==> src/rtl/ls_pkg.sv <==
// Shared constants for the load/store controller: opcodes, ALU select,
// FSM state encoding and instruction field layout.
package ls_pkg;

  localparam int OP_W = 4;
  localparam int RSV_W = 2;

  localparam logic [OP_W-1:0] OP_NOP = 4'h0;
  localparam logic [OP_W-1:0] OP_LW  = 4'h1;
  localparam logic [OP_W-1:0] OP_SW  = 4'h2;

  localparam logic [3:0] ALU_ADD = 4'b0000;

  typedef enum logic [2:0] {
    ST_IDLE   = 3'd0,
    ST_DECODE = 3'd1,
    ST_EXEC   = 3'd2,
    ST_MEM    = 3'd3,
    ST_WB     = 3'd4
  } state_e;

  // Field positions, LSB first: offset, reserved, rt, rs, opcode.
  localparam int OFF_LSB = 0;

  function automatic int rsv_lsb(input int off_w);
    return OFF_LSB + off_w;
  endfunction

  function automatic int rt_lsb(input int off_w);
    return rsv_lsb(off_w) + RSV_W;
  endfunction

  function automatic int rs_lsb(input int reg_aw, input int off_w);
    return rt_lsb(off_w) + reg_aw;
  endfunction

  function automatic int op_lsb(input int reg_aw, input int off_w);
    return rs_lsb(reg_aw, off_w) + reg_aw;
  endfunction

endpackage

==> src/rtl/ls_decode.sv <==
// Combinational opcode classifier for the load/store controller.
module ls_decode
  import ls_pkg::*;
(
  input  logic [OP_W-1:0] opcode,
  output logic            is_lw,
  output logic            is_sw,
  output logic            is_nop,
  output logic            is_illegal
);

  // One-hot opcode class; anything undefined is flagged illegal.
  always_comb begin
    is_lw      = 1'b0;
    is_sw      = 1'b0;
    is_nop     = 1'b0;
    is_illegal = 1'b0;
    case (opcode)
      OP_NOP:  is_nop     = 1'b1;
      OP_LW:   is_lw      = 1'b1;
      OP_SW:   is_sw      = 1'b1;
      default: is_illegal = 1'b1;
    endcase
  end

endmodule

==> src/rtl/ls_controller.sv <==
// Load/store control FSM (IDLE/DECODE/EXEC/MEM/WB) with registered datapath controls.
// Optional retire/stall counters are enabled by defining LS_CTRL_PERF_CNT_EN.
module ls_controller
  import ls_pkg::*;
#(
  parameter int REG_AW = 5,
  parameter int OFF_W  = 8
) (
  input  logic                                clk,
  input  logic                                rst_n,
  input  logic [OP_W+2*REG_AW+RSV_W+OFF_W-1:0] instr,
  input  logic                                instr_valid,
  output logic                                instr_ready,
  input  logic                                mem_wait,
  output logic [REG_AW-1:0]                   rs,
  output logic [REG_AW-1:0]                   rt,
  output logic [OFF_W-1:0]                    offset,
  output logic [3:0]                          ALU_Sel,
  output logic                                MemRead,
  output logic                                MemWrite,
  output logic                                RegWrite,
  output logic                                done,
  output logic                                illegal
`ifdef LS_CTRL_PERF_CNT_EN
  ,
  output logic [15:0]                         retired_cnt,
  output logic [15:0]                         stall_cnt
`endif
);

  localparam int RSV_LSB = rsv_lsb(OFF_W);
  localparam int RT_LSB  = rt_lsb(OFF_W);
  localparam int RS_LSB  = rs_lsb(REG_AW, OFF_W);
  localparam int OP_LSB  = op_lsb(REG_AW, OFF_W);

  state_e              state_r;
  state_e              state_next_s;
  logic [OP_W-1:0]     op_r;
  logic [OP_W-1:0]     op_next_s;
  logic [REG_AW-1:0]   rs_r;
  logic [REG_AW-1:0]   rt_r;
  logic [OFF_W-1:0]    offset_r;
  logic [3:0]          alu_sel_r;
  logic                instr_ready_r;
  logic                memread_r;
  logic                memwrite_r;
  logic                regwrite_r;
  logic                done_r;
  logic                illegal_r;
  logic                accept_s;
  logic                is_lw_s;
  logic                is_sw_s;
  logic                is_nop_s;
  logic                is_illegal_s;
  logic                rsv_unused_s;

  assign rsv_unused_s = ^instr[RSV_LSB +: RSV_W];

  assign accept_s  = (state_r == ST_IDLE) && instr_valid && instr_ready_r;
  // The decoder sees the incoming opcode on accept so flags can be registered for DECODE.
  assign op_next_s = accept_s ? instr[OP_LSB +: OP_W] : op_r;

  ls_decode u_decode (
    .opcode     (op_next_s),
    .is_lw      (is_lw_s),
    .is_sw      (is_sw_s),
    .is_nop     (is_nop_s),
    .is_illegal (is_illegal_s)
  );

  // Next-state selection.
  always_comb begin
    state_next_s = state_r;
    case (state_r)
      ST_IDLE: begin
        if (accept_s) state_next_s = ST_DECODE;
        else          state_next_s = ST_IDLE;
      end
      ST_DECODE: begin
        if (is_lw_s || is_sw_s) state_next_s = ST_EXEC;
        else                    state_next_s = ST_IDLE;
      end
      ST_EXEC: state_next_s = ST_MEM;
      ST_MEM: begin
        if (mem_wait)     state_next_s = ST_MEM;
        else if (is_lw_s) state_next_s = ST_WB;
        else              state_next_s = ST_IDLE;
      end
      ST_WB:   state_next_s = ST_IDLE;
      default: state_next_s = ST_IDLE;
    endcase
  end

  // State, captured fields and controls, all registered from the next state.
  always_ff @(posedge clk) begin
    if (!rst_n) begin
      state_r       <= ST_IDLE;
      op_r          <= OP_NOP;
      rs_r          <= '0;
      rt_r          <= '0;
      offset_r      <= '0;
      alu_sel_r     <= 4'b0000;
      instr_ready_r <= 1'b1;
      memread_r     <= 1'b0;
      memwrite_r    <= 1'b0;
      regwrite_r    <= 1'b0;
      done_r        <= 1'b0;
      illegal_r     <= 1'b0;
    end else begin
      state_r <= state_next_s;
      if (accept_s) begin
        op_r     <= instr[OP_LSB +: OP_W];
        rs_r     <= instr[RS_LSB +: REG_AW];
        rt_r     <= instr[RT_LSB +: REG_AW];
        offset_r <= instr[OFF_LSB +: OFF_W];
      end
      alu_sel_r     <= ALU_ADD;
      instr_ready_r <= (state_next_s == ST_IDLE);
      memread_r     <= (state_next_s == ST_MEM) && is_lw_s;
      memwrite_r    <= (state_next_s == ST_MEM) && is_sw_s;
      regwrite_r    <= (state_next_s == ST_WB);
      done_r        <= (state_next_s == ST_WB) ||
                       ((state_next_s == ST_DECODE) && (is_nop_s || is_illegal_s));
      illegal_r     <= (state_next_s == ST_DECODE) && is_illegal_s;
    end
  end

  assign instr_ready = instr_ready_r;
  assign rs          = rs_r;
  assign rt          = rt_r;
  assign offset      = offset_r;
  assign ALU_Sel     = alu_sel_r;
  assign MemRead     = memread_r;
  assign MemWrite    = memwrite_r;
  assign RegWrite    = regwrite_r;
  assign illegal     = illegal_r;
  // SW retires in the MEM cycle the stall lifts; suppressed while reset is asserted.
  assign done        = done_r | (memwrite_r & ~mem_wait & rst_n);

`ifdef LS_CTRL_PERF_CNT_EN
  logic [15:0] retired_cnt_r;
  logic [15:0] stall_cnt_r;

  // Retire counter wraps; stall counter saturates.
  always_ff @(posedge clk) begin
    if (!rst_n) begin
      retired_cnt_r <= 16'h0000;
      stall_cnt_r   <= 16'h0000;
    end else begin
      if (done) retired_cnt_r <= retired_cnt_r + 16'h0001;
      if ((state_r == ST_MEM) && mem_wait && (stall_cnt_r != 16'hFFFF))
        stall_cnt_r <= stall_cnt_r + 16'h0001;
    end
  end

  assign retired_cnt = retired_cnt_r;
  assign stall_cnt   = stall_cnt_r;
`else
  // Default build carries no performance counters.
`endif

endmodule

==> config.mk <==
export PLATFORM = sky130hd
export DESIGN_NAME = ls_controller
export DESIGN_NICKNAME = d
export VERILOG_FILES = /design/src/rtl/ls_pkg.sv /design/src/rtl/ls_decode.sv /design/src/rtl/ls_controller.sv
export SDC_FILE = /design/constraint.sdc
export NUM_CORES = 1
export LEC_CHECK = 0
export CORE_ASPECT_RATIO = 1.4
export CORE_UTILIZATION = 46
export CTS_BUF_LIST = sky130_fd_sc_hd__clkbuf_4
export DETAILED_ROUTE_END_ITERATION = 16
export GPL_ROUTABILITY_DRIVEN = 0
export GPL_TIMING_DRIVEN = 0
export PLACE_DENSITY = 0.87
export SLEW_MARGIN = 20
export SYNTH_ARGS = -nofsm -noshare
export SYNTH_HDL_FRONTEND = slang
export SYNTH_SLANG_ARGS = --single-unit
==> constraint.sdc <==
create_clock -name clk -period 2.4 [get_ports clk]
set_input_delay 0.36 -clock clk [delete_from_list [all_inputs] [get_ports clk]]
set_output_delay 0.36 -clock clk [all_outputs]
set_load 0.005 [all_outputs]
After elaboration in Yosys (flattened, before gate mapping)
Cells that the tools add are included.
Word-level totals
  word-level logic and storage cells: 46
  flip-flop bits (word level): 31
  input bits: 28
Cells by class
  bitwise operators: 4
  reduce and logical (&&, ||, !) cells: 13
  muxes and demuxes: 10
  eq/ne operators: 8
Operators by type and width (number)
  one-hot mux 3 bit (4 select lines): 1
  equality test 3 x 2 -> 1 bit (second input constant): 3
  equality test 3 x 1 -> 1 bit (second input constant): 2
  logical AND 1 bit: 6
  logical NOT 3 bit: 2
  2-to-1 mux 3 bit: 2
  2-to-1 mux 1 bit: 5
  equality test 4 x 1 -> 1 bit (second input constant): 1
  equality test 4 x 2 -> 1 bit (second input constant): 1
  logical NOT 4 bit: 1
  2-to-1 mux 4 bit: 1
  equality test 3 bit (second input constant): 1
  logical OR 1 bit: 3
  OR reduction 3 bit: 1
  AND 1 bit: 2
  2-to-1 mux 2 bit: 1
  NOT 1 bit: 1
  OR 1 bit: 1

Longest topological paths before layout
Gate-level depths: netlist of run 1.
  depth in word-level cells: 12
  depth in mapped cells: 5

Hierarchy
Synthesis of run 1 repeated with hierarchy kept, for this count alone.
Unflattened totals
  cell total of the unflattened synthesis: 137
  area total of the unflattened synthesis: 1197.4 um^2
By module, submodules not included
  ls_controller: instances 1, cells an instance 133, area each 1163.6 um^2, seq. area each 620.6 um^2
  ls_decode: instances 1, cells an instance 4, area each 33.8 um^2, seq. area each 0.0 um^2

Worst setup path before layout of run 1
No wires, ideal clock.
  kind: register to register
  from: register state_r[2]
  to: register done_r
  data required time: 2.284 ns
  cell stages (with the launch flop): 5
  setup time: 0.116 ns
  buffers on the path: 0
  arrival: 1.166 ns
  setup slack: 1.118 ns
  cells stage by stage: dfxtp_1 -> or3_4 -> nor2_8 -> nand2_1 -> a41o_1
Between the ends
  word-level cells in the longest chain between the ends: 12
  elaborated cells on any way between the ends: 26
  classes of those cells: eq/ne: 7; mux: 10; reduce/logical: 9
RTL lines
  start: declaration: RTL line ls_controller.sv:36  | state_e state_r;
  start signal: assignment: RTL line ls_controller.sv:110  | state_r <= state_next_s;
  logical NOT 3 bit: RTL line ls_controller.sv:59, ls_controller.sv:74
  logical AND 1 bit (2 in series): RTL line ls_controller.sv:59  | assign accept_s = (state_r == ST_IDLE) && instr_valid && instr_ready_r;
  2-to-1 mux 4 bit
  equality test 4 x 1 -> 1 bit / equality test 4 x 2 -> 1 bit (equally long branches): RTL line ls_decode.sv:18  | case (opcode)
  2-to-1 mux 1 bit: RTL line ls_decode.sv:18
  2-to-1 mux 3 bit / logical OR 1 bit (equally long branches): RTL line ls_controller.sv:86, ls_controller.sv:80
  2-to-1 mux 3 bit / 2-to-1 mux 2 bit (equally long branches): RTL line ls_controller.sv:85, ls_controller.sv:80
  one-hot mux 3 bit (4 select lines): RTL line ls_controller.sv:74  | case (state_r)
  equality test 3 x 1 -> 1 bit: RTL line ls_controller.sv:123  | ((state_next_s == ST_DECODE) && (is_nop_s || is_illegal_s));
  logical AND 1 bit: RTL line ls_controller.sv:123
  logical OR 1 bit (*): RTL line ls_controller.sv:122  | done_r <= (state_next_s == ST_WB) ||
  end signal: assignment: RTL line ls_controller.sv:122
  end: declaration: RTL line ls_controller.sv:48  | logic done_r;
Every way passes the cells marked *; elsewhere a longest branch is shown, timed or not.
A chain may end at the register's enable or synchronous reset.

Worst setup path in the final report of run 1
  from: input rst_n
  to: output done
Between the ends
  word-level cells in the longest chain between the ends: 2
RTL lines
  start: declaration: RTL line ls_controller.sv:10  | input logic rst_n,
  AND 1 bit: RTL line ls_controller.sv:138  | assign done = done_r | (memwrite_r & ~mem_wait & rst_n);
  OR 1 bit: RTL line ls_controller.sv:138
  end: declaration: RTL line ls_controller.sv:22  | output logic done,
No other way between the ends.

==> results.sh, run 1 <==
export IMPL_rsz0062_at_grt="no"
export IMPL_cp_required_ps=2040
export IMPL_clock_skew_ps=11.90
export IMPL_cts_tree="built"
export IMPL_vias_per_cell=5.144
export IMPL_drc_errors=0
export IMPL_clk_pin_slew_worst_paths_ps=80
export IMPL_synth_top_area_share_pct=49.75
export IMPL_cp_common_cell="clkdlybuf4s50_1"
export IMPL_syn_inst=148
export IMPL_dpl_hpwl_um=2425
export IMPL_synth_top_area_cell="dfxtp_1"
export IMPL_drt_wl_total_um=3220
export IMPL_num_io_pins=56
export IMPL_yosys_top_cells_area="dfxtp_1, nand2_1, a21oi_1"
export IMPL_numCtsBuffers=5
export IMPL_synth_seq_area_share_pct=49.75
export IMPL_area_delta_synth_final_pct=47.54
export IMPL_crit_type="in2out"
export IMPL_cts_root_buf="clkbuf_4"
export IMPL_drtAntennaViolNets=0
export IMPL_slew_viol_final=0
export IMPL_syn_cell_area_sq_um=1247
export IMPL_period_share_pct=86.45
export IMPL_p_leak_uw=0.0006962
export IMPL_n_antenna_cell=0
export IMPL_track_usage_pct=25.00
export IMPL_tightest_slew_ps=516.8
export IMPL_max_freq_ghz=0.4820
export IMPL_critPathTopFamily="buffers and inverters"
export IMPL_run_status="finished, final reports clean"
export IMPL_grt_pass1_wl_um=5264
export IMPL_grt_antenna_before_repair=0
export IMPL_first_global_vias=1249
export IMPL_synth_area_per_cell_sq_um=8.429
export IMPL_dr_pass1_iters=4
export IMPL_slew_headroom_pct=65.55
export IMPL_die_area_sq_um=2927
export IMPL_period_minus_slack_ps=2075
export IMPL_io_buffers=49
export IMPL_hold_ws_ps=458.0
export IMPL_drive_gt1_share_pct=10.63
export IMPL_yosysUniqueCellTypes=28
export IMPL_yosysWarnings=0
export IMPL_cp_slowest_cell="clkdlybuf4s50_1"
export IMPL_worst_path_max_fanout=7
export IMPL_dr_first_iter_drc_count=61
export IMPL_wl_per_cell_um=13.25
export IMPL_htree_levels=2
export IMPL_setup_tns_ps=0
export IMPL_die_x_um=46.01
export IMPL_ys_ff_latch=31
export IMPL_crit_chain="clkdlybuf4s50_1, nand2_1, o21bai_1, clkdlybuf4s50_1"
export IMPL_cts_resized=0
export IMPL_multi_input_area_sq_um=553.0
export IMPL_worstPathBufferInverterCount=2
export IMPL_coreArea_sq_um=2587
export IMPL_grt_overflow_total=0
export IMPL_final_common_cell="clkdlybuf4s50_1"
export IMPL_timing_final_ws_setup_ps=325.3
export IMPL_clk_path_buf_depth=2
export IMPL_endpoint_kind="primary output"
export IMPL_nFillCells=224
export IMPL_vias=1250
export IMPL_finalPower_uw=1104
export IMPL_nNetsFinal=235
export IMPL_holdCritPathClass="reg2reg"
export IMPL_start_util_pct=48.21
export IMPL_slowest_delay_ps=630
export IMPL_max_cap_viol_count=0
export IMPL_rows=22
export IMPL_dpl_worst_slack_ps=335.7
export IMPL_cts_sinks=31
export IMPL_cts_setup_buffers=0
export IMPL_most_common_layout_cells="clkdlybuf4s50_1, nand2_1, dfxtp_1"
export IMPL_start_kind="input port"
export IMPL_irDropWorstVdd_mv=0.3956
export IMPL_clk_latency_ps=340
export IMPL_cts_hold_buf=0
export IMPL_seq_area_sq_um=620.6
export IMPL_setup_violations=0
export IMPL_die_y_um=63.62
export IMPL_grt_max_degree=11
export IMPL_final_hold_viol_count=0
export IMPL_powerDensity_nw_per_um2=599.8
export IMPL_critPathArrivalTime_ps=1710
[metrics by stage]
stage,instance area (sq um),utilization [%],cells
floorplan,1259,-,151
global placement,1794,69.34,236
detailed placement,1794,69.34,236
CTS,1841,71.13,243
global route,1841,71.13,243
finish,1841,71.13,243
[worst paths after layout]
check	endpoint	depth (start not counted)	startpoint	slack (ps)
max	done	4	rst_n	330
min	offset[7]	2	offset[7]	460
max reg2reg	rt[4]	5	state_r[2]	890
min reg2reg	offset[7]	2	offset[7]	460
[cell type report]
type	instances	share of cell area [%]
multi-input cells	108	30.05
flip-flops and latches	31	33.72
clock inverters	2	0.4759
clock buffers	5	2.039
inverters	2	0.4079
repair buffers	49	26.65
plain buffers	10	4.215
well taps	36	2.447
[layer usage]
layer  share of wire (%)  up-vias  track usage [%]
li1                    -      601                -
met1                  39      579            25.99
met2                  51       59            42.08
met3                 6.5       11            6.590
met4                 3.6        0            15.07
met5                   0        -                0
[worst min-delay path, delay by kind of cell (launching register included)]
family             cells  cell delay, ps
and+or+nand+nor        1              50
DFF                    1             310
AOI/OAI and AO/OA      1              50
[synthesized netlist by cell type]
cell type,number
a21oi_1,22
o21ai_0,2
o21ai_1,1
nor2_8,1
a41o_1,1
a211oi_2,1
o21bai_1,1
nor3_1,1
and4_1,1
o21a_1,1
or3_1,1
a21oi_2,5
dfxtp_1,31
buf_2,2
nor2_1,5
conb_1,1
clkbuf_1,2
nand4_1,2
nand4b_1,1
nor2b_1,3
nand2_1,48
buf_4,4
inv_1,2
nand3_1,3
xor2_1,1
or3_4,1
buf_8,2
nor4b_1,2
[cell families (layout without fill, tap and decap cells)]
logic type	after synthesis	in the layout	share of synthesized area [%]
flops	31	31	49.75
compound gates	34	34	16.55
buf+inv	12	68	6.821
other cells	1	4	0.3006
simple gates	69	69	25.88
xor+xnor	1	1	0.7022
[power breakdown]
| part | total [uW] | switching (uW) | internal, uW |
|---|---|---|---|
| sequential | 573 | 22.7 | 550 |
| combinational | 254 | 114 | 139 |
| clock | 277 | 174 | 103 |
[registers in the layout, indices dropped and copies added, names as in the netlist]
signal       count
MemRead          1
state_r          3
done_r           1
offset           8
instr_ready      1
rt               5
RegWrite         1
op_r             4
illegal          1
rs               5
MemWrite         1
Note: power is estimated with default switching activity, not from simulation.
==> run 2: changes to the inputs <==
--- a/config.mk
+++ b/config.mk
@@ -12,6 +12,7 @@
 export GPL_ROUTABILITY_DRIVEN = 0
 export GPL_TIMING_DRIVEN = 0
 export PLACE_DENSITY = 0.87
+export REMOVE_ABC_BUFFERS = 1
 export SLEW_MARGIN = 20
 export SYNTH_ARGS = -nofsm -noshare
 export SYNTH_HDL_FRONTEND = slang
==> run 2 against run 1 <==
Against the previous run: die area did not move; combinational power fell by 11%; critical path type unchanged; clock skew fell by 0.67 ps; global-route usage fell by 1.9 points; sequential cell count did not move; sequential share of layout area rose by 1.5 points.
==> results.sh, run 2 (synthesis results as in run 1) <==
export IMPL_track_usage_pct=23.06
export IMPL_num_io_pins=56
export IMPL_first_global_vias=1112
export IMPL_critPathArrivalTime_ps=1810
export IMPL_endpoint_kind="primary output"
export IMPL_area_delta_synth_final_pct=41.22
export IMPL_htree_levels=2
export IMPL_slew_viol_final=0
export IMPL_dpl_worst_slack_ps=116.1
export IMPL_max_cap_viol_count=0
export IMPL_dr_pass1_iters=4
export IMPL_rsz0062_at_grt="no"
export IMPL_crit_type="in2out"
export IMPL_irDropWorstVdd_mv=0.3934
export IMPL_rows=22
export IMPL_final_hold_viol_count=0
export IMPL_drtAntennaViolNets=0
export IMPL_largest_register_ffs=8
export IMPL_clk_path_buf_depth=2
export IMPL_start_kind="input port"
export IMPL_dr_first_iter_drc_count=54
export IMPL_die_area_sq_um=2927
export IMPL_start_util_pct=48.21
export IMPL_maxUsedRoutingLayer="met4"
export IMPL_clock_skew_ps=11.24
export IMPL_grt_max_degree=27
export IMPL_coreArea_sq_um=2587
export IMPL_io_buffers=49
export IMPL_cts_sinks=31
export IMPL_cts_setup_buffers=0
export IMPL_m1WireLength_um=1127
export IMPL_worst_path_max_fanout=7
export IMPL_vias=1168
export IMPL_cp_required_ps=2040
export IMPL_period_share_pct=90.39
export IMPL_die_x_um=46.01
export IMPL_drt_wl_total_um=2912
export IMPL_tightest_slew_ps=953.1
export IMPL_period_minus_slack_ps=2169
export IMPL_vias_per_cell=5.034
export IMPL_nNetsFinal=225
export IMPL_cts_tree="built"
export IMPL_setup_violations=0
export IMPL_die_y_um=63.62
export IMPL_run_status="finished, final reports clean"
export IMPL_most_common_layout_cells="clkdlybuf4s50_1, nand2_1, dfxtp_1"
export IMPL_wl_met3_um=242
export IMPL_dpl_hpwl_um=2114
export IMPL_clk_latency_ps=330
export IMPL_wl_met2_um=1459
export IMPL_final_common_cell="clkdlybuf4s50_1"
export IMPL_wl_per_cell_um=12.55
export IMPL_powerDensity_nw_per_um2=609.0
export IMPL_p_leak_uw=0.0006497
export IMPL_timing_final_ws_setup_ps=230.7
export IMPL_grt_overflow_total=0
export IMPL_drive_gt1_share_pct=7.143
export IMPL_grt_antenna_before_repair=0
export IMPL_holdCritPathClass="reg2reg"
export IMPL_cts_resized=0
export IMPL_cts_root_buf="clkbuf_4"
export IMPL_numCtsBuffers=5
export IMPL_n_antenna_cell=0
export IMPL_cts_hold_buf=0
export IMPL_slew_headroom_pct=36.28
export IMPL_drc_errors=0
export IMPL_max_freq_ghz=0.4610
export IMPL_grt_pass1_wl_um=4754
export IMPL_setup_tns_ps=0
export IMPL_clk_pin_slew_worst_paths_ps=90
export IMPL_nFillCells=243
## run 2: layout make-up
| type | instances | area [sq um] | area share [%] |
|---|---|---|---|
| sequential | 31 | 620.6 | 35.23 |
| multi-input combinational | 108 | 553.0 | 31.39 |
| timing repair buffer | 49 | 490.5 | 27.84 |
| clock buffer | 6 | 45.04 | 2.557 |
| tap | 36 | 45.04 | 2.557 |
| inverter | 2 | 7.507 | 0.4261 |
## run 2: final timing paths
kind / startpoint / to / slack [ps] / cells after the start
worst max-delay path: rst_n / done / 230 / 4
worst min-delay path: offset[3] / offset[3] / 460 / 2
worst max register to register: state_r[2] / done_r / 290 / 4
worst min register to register: offset[3] / offset[3] / 460 / 2
## run 2: through the flow
stage               instance area (sq um)  util, %  hold WS [ps]  power [uW]  std cells
floorplan                            1181        -         439.5       683.1        141
global placement                     1717    66.34         442.5       799.5        226
detailed placement                   1717    66.34         449.4       810.1        226
CTS                                  1762    68.09         464.0        1083        232
global route                         1762    68.09         485.0        1126        232
finish                               1762    68.09         461.0        1073        232
## run 2: power by group
part / internal (uW) / switching [uW] / total, uW
clock network: 115 / 159 / 274
registers: 550 / 22.1 / 572
logic: 121 / 105 / 227
total: 787 / 286 / 1070
## run 2: routing by layer
metal  up-vias  track usage [%]
li1        580                -
met1       528            25.50
met2        51            35.04
met3         9            8.596
met4         0            15.44
met5         -                0
## run 2: worst max-delay path, cell delays in order
cell,delay [ps]
clkdlybuf4s50_1,650
nand2_1,110
o21bai_1,170
clkdlybuf4s50_1,530
==> run 3: changes to the inputs <==
--- a/config.mk
+++ b/config.mk
@@ -13,6 +13,8 @@
 export GPL_TIMING_DRIVEN = 0
 export PLACE_DENSITY = 0.87
 export REMOVE_ABC_BUFFERS = 1
+export SKIP_CTS_REPAIR_TIMING = 1
+export SKIP_LAST_GASP = 1
 export SLEW_MARGIN = 20
 export SYNTH_ARGS = -nofsm -noshare
 export SYNTH_HDL_FRONTEND = slang
==> constraint.sdc (replaced) <==
create_clock -name clk -period 2.82 [get_ports clk]
set_input_delay 0.423 -clock clk [delete_from_list [all_inputs] [get_ports clk]]
set_output_delay 0.423 -clock clk [all_outputs]
set_load 0.005 [all_outputs]
==> results of run 3 <==
Same layout as run 2 (identical final DEF). Status: finished, final reports clean.
Among the figures that moved: setup slack after placement 116.1 ps -> 473.1 ps; setup slack after layout 230.7 ps -> 524.7 ps; register-to-register setup slack 290 ps -> 710 ps; total power 1073 uW -> 913.1 uW; worst IR drop on VDD 0.3934 mV -> 0.3348 mV
